[src/rtl/alu_control_md.sv]
// ALU control decoder with an iterative multiply/divide sequencer and HI/LO registers.
// Decode is purely combinational; mult/div run one bit per cycle for WIDTH cycles.
module alu_control_md #(
  parameter int unsigned WIDTH  = 32,
  parameter int unsigned AOP_W  = 3,
  parameter int unsigned ALUS_W = 4
) (
  input  logic              clk,
  input  logic              rst,
  input  logic [AOP_W-1:0]  aop,
  input  logic [5:0]        func,
  input  logic              md_valid,
  input  logic [WIDTH-1:0]  op_a,
  input  logic [WIDTH-1:0]  op_b,
  output logic [ALUS_W-1:0] alu_s,
  output logic              illegal,
  output logic              md_busy,
  output logic              md_done,
  output logic              stall,
  output logic [WIDTH-1:0]  hi,
  output logic [WIDTH-1:0]  lo
);

  localparam int unsigned CntW = $clog2(WIDTH);

  localparam logic [AOP_W-1:0] AopR   = AOP_W'(3'b001);
  localparam logic [AOP_W-1:0] AopAdd = AOP_W'(3'b110);
  localparam logic [AOP_W-1:0] AopSlt = AOP_W'(3'b010);
  localparam logic [AOP_W-1:0] AopAnd = AOP_W'(3'b011);
  localparam logic [AOP_W-1:0] AopOr  = AOP_W'(3'b100);
  localparam logic [AOP_W-1:0] AopSub = AOP_W'(3'b101);

  localparam logic [5:0] FnSll   = 6'b000000;
  localparam logic [5:0] FnMfhi  = 6'b010000;
  localparam logic [5:0] FnMflo  = 6'b010010;
  localparam logic [5:0] FnMult  = 6'b011000;
  localparam logic [5:0] FnMultu = 6'b011001;
  localparam logic [5:0] FnDiv   = 6'b011010;
  localparam logic [5:0] FnDivu  = 6'b011011;
  localparam logic [5:0] FnAdd   = 6'b100000;
  localparam logic [5:0] FnSub   = 6'b100010;
  localparam logic [5:0] FnAnd   = 6'b100100;
  localparam logic [5:0] FnOr    = 6'b100101;
  localparam logic [5:0] FnNor   = 6'b100111;
  localparam logic [5:0] FnSlt   = 6'b101010;

  localparam logic [3:0] AluAnd = 4'b0000;
  localparam logic [3:0] AluOr  = 4'b0001;
  localparam logic [3:0] AluAdd = 4'b0010;
  localparam logic [3:0] AluSub = 4'b0110;
  localparam logic [3:0] AluSlt = 4'b0111;
  localparam logic [3:0] AluNor = 4'b1100;

  typedef enum logic [1:0] {StIdle, StMul, StDiv, StDone} state_e;

  // ---------------------------------------------------------------------------
  // ALU select decode
  // ---------------------------------------------------------------------------
  logic [3:0] alu_sel;

  always_comb begin
    alu_sel = AluAnd;
    illegal = 1'b0;
    case (aop)
      AopR: begin
        case (func)
          FnAdd: alu_sel = AluAdd;
          FnSub: alu_sel = AluSub;
          FnAnd: alu_sel = AluAnd;
          FnOr:  alu_sel = AluOr;
          FnNor: alu_sel = AluNor;
          FnSlt: alu_sel = AluSlt;
          FnSll, FnMult, FnMultu, FnDiv, FnDivu, FnMfhi, FnMflo: alu_sel = AluAnd;
          default: illegal = 1'b1;
        endcase
      end
      AopAdd:  alu_sel = AluAdd;
      AopSlt:  alu_sel = AluSlt;
      AopAnd:  alu_sel = AluAnd;
      AopOr:   alu_sel = AluOr;
      AopSub:  alu_sel = AluSub;
      default: illegal = 1'b1;
    endcase
  end

  assign alu_s = ALUS_W'(alu_sel);

  // ---------------------------------------------------------------------------
  // Multiply/divide sequencer
  // ---------------------------------------------------------------------------
  state_e                 state_q, state_d;
  logic [CntW-1:0]        cnt_q, cnt_d;
  logic [2*WIDTH-1:0]     acc_q, acc_d;
  logic [WIDTH-1:0]       opb_q, opb_d;
  logic                   neg_q, neg_d;
  logic                   rneg_q, rneg_d;
  logic                   divz_q, divz_d;
  logic [WIDTH-1:0]       hi_q, hi_d;
  logic [WIDTH-1:0]       lo_q, lo_d;

  logic                   r_valid;
  logic                   is_md_op;
  logic                   is_hilo_op;
  logic                   issue;
  logic                   last_iter;
  logic                   op_signed;
  logic                   a_sgn, b_sgn;
  logic [WIDTH-1:0]       a_mag, b_mag;

  assign r_valid    = (aop == AopR) && md_valid;
  assign is_md_op   = (func == FnMult) || (func == FnMultu) || (func == FnDiv) ||
                      (func == FnDivu);
  assign is_hilo_op = is_md_op || (func == FnMfhi) || (func == FnMflo);
  assign issue      = r_valid && is_md_op && ((state_q == StIdle) || (state_q == StDone));
  assign last_iter  = (cnt_q == CntW'(WIDTH - 1));

  // func[0] clear selects the signed variant; func[1] selects divide.
  assign op_signed = ~func[0];
  assign a_sgn     = op_signed && op_a[WIDTH-1];
  assign b_sgn     = op_signed && op_b[WIDTH-1];
  assign a_mag     = a_sgn ? -op_a : op_a;
  assign b_mag     = b_sgn ? -op_b : op_b;

  // Shift-add step: acc holds {partial sum, remaining multiplier bits}.
  logic [WIDTH:0]         mul_sum;
  logic [2*WIDTH-1:0]     mul_next;
  logic [2*WIDTH-1:0]     mul_res;

  // Restoring step: acc holds {remainder, dividend bits / quotient bits}.
  logic [WIDTH:0]         div_shift;
  logic                   div_ge;
  logic [WIDTH-1:0]       div_rem;
  logic [2*WIDTH-1:0]     div_next;
  logic [WIDTH-1:0]       quo_res;
  logic [WIDTH-1:0]       rem_res;

  always_comb begin
    mul_sum  = {1'b0, acc_q[2*WIDTH-1:WIDTH]} + {1'b0, (acc_q[0] ? opb_q : '0)};
    mul_next = {mul_sum, acc_q[WIDTH-1:1]};
    mul_res  = neg_q ? -mul_next : mul_next;

    div_shift = {acc_q[2*WIDTH-1:WIDTH], acc_q[WIDTH-1]};
    div_ge    = div_shift >= {1'b0, opb_q};
    // When div_ge holds the difference is below the divisor, so WIDTH bits suffice.
    div_rem   = div_ge ? (div_shift[WIDTH-1:0] - opb_q) : div_shift[WIDTH-1:0];
    div_next  = {div_rem, acc_q[WIDTH-2:0], div_ge};
    quo_res   = divz_q ? '1 : (neg_q ? -div_next[WIDTH-1:0] : div_next[WIDTH-1:0]);
    rem_res   = rneg_q ? -div_next[2*WIDTH-1:WIDTH] : div_next[2*WIDTH-1:WIDTH];
  end

  always_comb begin
    state_d = state_q;
    cnt_d   = cnt_q;
    acc_d   = acc_q;
    opb_d   = opb_q;
    neg_d   = neg_q;
    rneg_d  = rneg_q;
    divz_d  = divz_q;
    hi_d    = hi_q;
    lo_d    = lo_q;

    case (state_q)
      StMul: begin
        acc_d = mul_next;
        cnt_d = cnt_q + CntW'(1);
        if (last_iter) begin
          state_d = StDone;
          cnt_d   = '0;
          hi_d    = mul_res[2*WIDTH-1:WIDTH];
          lo_d    = mul_res[WIDTH-1:0];
        end
      end
      StDiv: begin
        acc_d = div_next;
        cnt_d = cnt_q + CntW'(1);
        if (last_iter) begin
          state_d = StDone;
          cnt_d   = '0;
          hi_d    = rem_res;
          lo_d    = quo_res;
        end
      end
      StDone:  state_d = StIdle;
      default: ;
    endcase

    if (issue) begin
      state_d = func[1] ? StDiv : StMul;
      cnt_d   = '0;
      acc_d   = {{WIDTH{1'b0}}, a_mag};
      opb_d   = b_mag;
      neg_d   = a_sgn ^ b_sgn;
      rneg_d  = a_sgn;
      divz_d  = func[1] && (op_b == '0);
    end
  end

  always_ff @(posedge clk) begin
    if (rst) begin
      state_q <= StIdle;
      cnt_q   <= '0;
      acc_q   <= '0;
      opb_q   <= '0;
      neg_q   <= 1'b0;
      rneg_q  <= 1'b0;
      divz_q  <= 1'b0;
      hi_q    <= '0;
      lo_q    <= '0;
    end else begin
      state_q <= state_d;
      cnt_q   <= cnt_d;
      acc_q   <= acc_d;
      opb_q   <= opb_d;
      neg_q   <= neg_d;
      rneg_q  <= rneg_d;
      divz_q  <= divz_d;
      hi_q    <= hi_d;
      lo_q    <= lo_d;
    end
  end

  assign md_busy = (state_q == StMul) || (state_q == StDiv);
  assign md_done = (state_q == StDone);
  assign stall   = md_busy && r_valid && is_hilo_op;
  assign hi      = hi_q;
  assign lo      = lo_q;

endmodule

[config.mk]
export PLATFORM = sky130hd
export DESIGN_NAME = alu_control_md
export DESIGN_NICKNAME = d
export VERILOG_FILES = /design/src/rtl/alu_control_md.sv
export SDC_FILE = /design/constraint.sdc
export NUM_CORES = 1
export LEC_CHECK = 0
export CORE_MARGIN = 2
export CORE_UTILIZATION = 45
export CTS_BUF_LIST = sky130_fd_sc_hd__clkbuf_16
export DETAILED_ROUTE_END_ITERATION = 8
export GPL_TIMING_DRIVEN = 0
export MAX_ROUTING_LAYER = met4
export PLACE_DENSITY = 0.63
export SLEW_MARGIN = 30
export SYNTH_ARGS = -nofsm -noshare
export SYNTH_HDL_FRONTEND = slang
export SYNTH_SLANG_ARGS = --single-unit
export TNS_END_PERCENT = 10
[constraint.sdc]
create_clock -name clk -period 9.2 [get_ports clk]
set_input_delay 0.92 -clock clk [delete_from_list [all_inputs] [get_ports clk]]
set_output_delay 0.92 -clock clk [all_outputs]
set_load 0.01 [all_outputs]
==> flow_metrics.tcl <==
set metrics [dict create \
    outcome "finished, final reports clean" \
    drive_gt1_share_pct 3.68 \
    drv_slew 0 \
    cp_max_fo 10 \
    drtIter0Drc 2574 \
    synth_top_area_cell "dfxtp_1" \
    seqCellArea_um2 3400 \
    synth-edff-count 0 \
    vias_per_cell 6.57 \
    finalClockSkew_ns 0.0178 \
    die_x_um 199 \
    cpPeakStageDelay_ns 0.78 \
    worstSetupPathType "reg -> reg" \
    hpwlAfterDp_um 65400 \
    slowest_stage "a2111oi_0" \
    grt_pass1_wl_um 119000 \
    syn_area_um2 17200 \
    drc 0 \
    hold_class "reg -> reg" \
    layout_common_cells "345 x nor2_1, 234 x a21oi_1, 199 x nand2_1" \
    track_usage_pct 41.8 \
    avgRoutedWirePerCell_um 25.6 \
    syn_inst 2485 \
    multiInputGateArea_um2 12700 \
    fp-row-count 71 \
    grt_max_degree 20 \
    hp-start "opb_q[0]" \
    port_buffers 144 \
    drv_cap 0 \
    fin_nets 2801 \
    clock_path_buffers 2 \
    finalSetupViolCount 0 \
    dr.pass1.iters 6 \
    die-area_um2 39800 \
    reg2reg_to "hi[26]" \
    synth.area.top_cells "dfxtp_1 20%, nor2_1 7.5%, a21oi_1 6.8%, ha_1 5.5%, xnor2_1 5.4%" \
    critPathRequiredTime_ns 9.57 \
    reg2reg_slack_ns 1.58 \
    crit_path_end "hi[26]" \
    path_clk_slew_ns 0.07 \
    crit_top_cell "buf_2" \
    io_pins 148 \
    async_flop_share_pct 0 \
    tightest_slew_ns 1.10 \
    start_util_pct 45.6 \
    ys.warnings.count 0 \
    ctsRootBufferMaster "clkbuf_16" \
    fin_crit_ns 7.62 \
    synthToLayoutAreaGrowth_pct 15.8 \
    synth_flop_cell "dfxtp_1" \
    grt_pass1_vias 19047 \
    synth_cell_types 90 \
    yosys_register_bits 170 \
    ys_seq_area_share_pct 19.8 \
    ctsResizeCount 0 \
    fillers 3895 \
    crit_chain "inv_1 > ha_1 > nand2b_1 > a21o_1 > a2111oi_4 > o31ai_2 > a21o_4 > nand2_4 > buf_2 > buf_2 > buf_2 > mux2i_1 > ha_1 > inv_1 > a2111oi_0 > o22ai_1 > nor4_2 > a31oi_1 > mux2i_1 > o41ai_1" \
    critical_path_arrival_ns 7.98 \
    gp_congestion 1.12 \
    relSlewSlack_pct 27.0 \
    start_kind "register" \
    die_h_um 199 \
    synth_top_cell_area_share_pct 19.8 \
    num_vias 20882 \
    overflow 0 \
    core_um2 37700 \
    cts_tree "yes" \
    clkSinkCount 170 \
    cts_setup_buffers 0 \
    reg2reg_depth 20 \
    avgSynthCellArea_um2 6.92 \
    finalSetupTns_ns 0 \
    insertion_delay_ns 0.48 \
    fin_crit_sh_pct 82.8 \
    max_freq_mhz 131 \
    cts_hold_buf 0 \
    htreeDepth 4 \
    syn-num-nets 2638 \
    end_kind "register" \
    crit-reg2reg-launch "acc_q[31]" \
    wirelength_um 81400 \
    antenna_left 0 \
    cts_made_buffers 17 \
    mostFrequentLayoutCell "nor2_1" \
    antenna_found_initial 2 \
    rsz0062_at_grt "no" \
    crit_start "acc_q[31]" \
    final_hold_viol_count 0 \
]
-- layout make-up --
cell class | instances | share of cell area, %
Antenna cell | 4 | 0.0503
Tap cell | 511 | 3.21
Inverter | 87 | 1.65
Sequential cell | 170 | 17.1
Buffer | 190 | 3.67
Clock buffer | 17 | 2.14
Clock inverter | 15 | 0.974
Timing Repair Buffer | 144 | 7.24
Multi-Input combinational cell | 2038 | 64.0
-- how the worst min path moves through the flow --
| stage | endpoint | slack (ns) | depth (start not counted) |
|---|---|---|---|
| 2_1_floorplan | cnt_q[2] | 0.44 | 2 |
| 3_3_place_gp | hi[4] | 0.45 | 2 |
| 3_5_place_dp | hi[3] | 0.46 | 2 |
| 4_1_cts | lo[1] | 0.47 | 2 |
| 5_1_grt | hi[24] | 0.50 | 2 |
| 6_report | opb_q[0] | 0.47 | 2 |
-- synth_stat cells (6+ instances only) --
cell type / instances
nor2_1: 345
a21oi_1: 234
nand2_1: 199
o21ai_0: 172
dfxtp_1: 170
clkbuf_1: 165
xnor2_1: 106
nor3_1: 90
a211oi_1: 87
inv_1: 84
ha_1: 75
nand3_1: 63
xor2_1: 63
mux2i_1: 48
nor4_1: 37
or3_1: 37
a31oi_1: 33
a21o_1: 27
nand2b_1: 25
nand4_1: 25
o31ai_1: 25
o211ai_1: 24
o41ai_1: 20
o21a_1: 19
or4_1: 19
o22ai_1: 16
and2_1: 15
a311oi_1: 14
and3_1: 14
buf_2: 14
a221oi_1: 12
buf_1: 11
nor2b_1: 11
a211o_1: 10
o31a_1: 10
mux2_2: 9
a21boi_0: 8
nor3b_1: 8
o221a_2: 8
o311ai_0: 8
nand3b_1: 7
or2_2: 7
o211a_1: 6
o21ai_1: 6
-- cell families (layout without fill, tap and decap cells) --
group                      Yosys count  after routing  share of synthesized area (%)
xor gates and xnor gates           169            169                           8.61
buffers and inverters              277            453                           6.17
adders and majority gates           77             77                           5.69
AOI/OAI and AO/OA                  805            805                           30.5
DFF                                170            170                           19.8
muxes                               59             59                           3.58
and+or+nand+nor                    928            928                           25.6
other                                0              4                              0
-- critical path: cells and delay by family, from the launching register on --
| kind | cells | cell delay [ns] |
|---|---|---|
| flip-flops | 1 | 0.64 |
| adder cells (fa/ha/maj) | 2 | 0.60 |
| AND/OR/NAND/NOR | 3 | 1.05 |
| multiplexers | 2 | 0.57 |
| buffers and inverters | 5 | 1.52 |
| AO/OA/AOI/OAI | 8 | 3.12 |
-- registers in the layout (all words and copies together) (netlist names) --
| signal | cells |
|---|---|
| acc_q | 64 |
| hi | 32 |
| lo | 32 |
| opb_q | 32 |
| cnt_q | 5 |
| state_q | 2 |
| divz_q | 1 |
| neg_q | 1 |
| rneg_q | 1 |
-- metrics by stage --
step	instance area, µm²	setup WS [ns]	instances	util, %	hold slack [ns]
floorplan	17200	4.39	2485	-	0.444
global placement	19300	2.06	3140	51.2	0.454
detailed placement	19300	2.12	3140	51.2	0.457
CTS	19900	2.08	3172	52.8	0.474
global route	19900	1.51	3174	52.8	0.497
finish	19900	1.58	3176	52.8	0.474
-- routing by layer --
metal | GRT usage (%) | part of all wire, %
met5 | - | 0
met4 | 17.3 | 4.2
met3 | 10.2 | 12
met2 | 60.1 | 42
met1 | 55.7 | 42
Power is left out: the tool's default activity adds up to more than one toggle a clock period on the data nets, which glitch-free logic cannot reach.
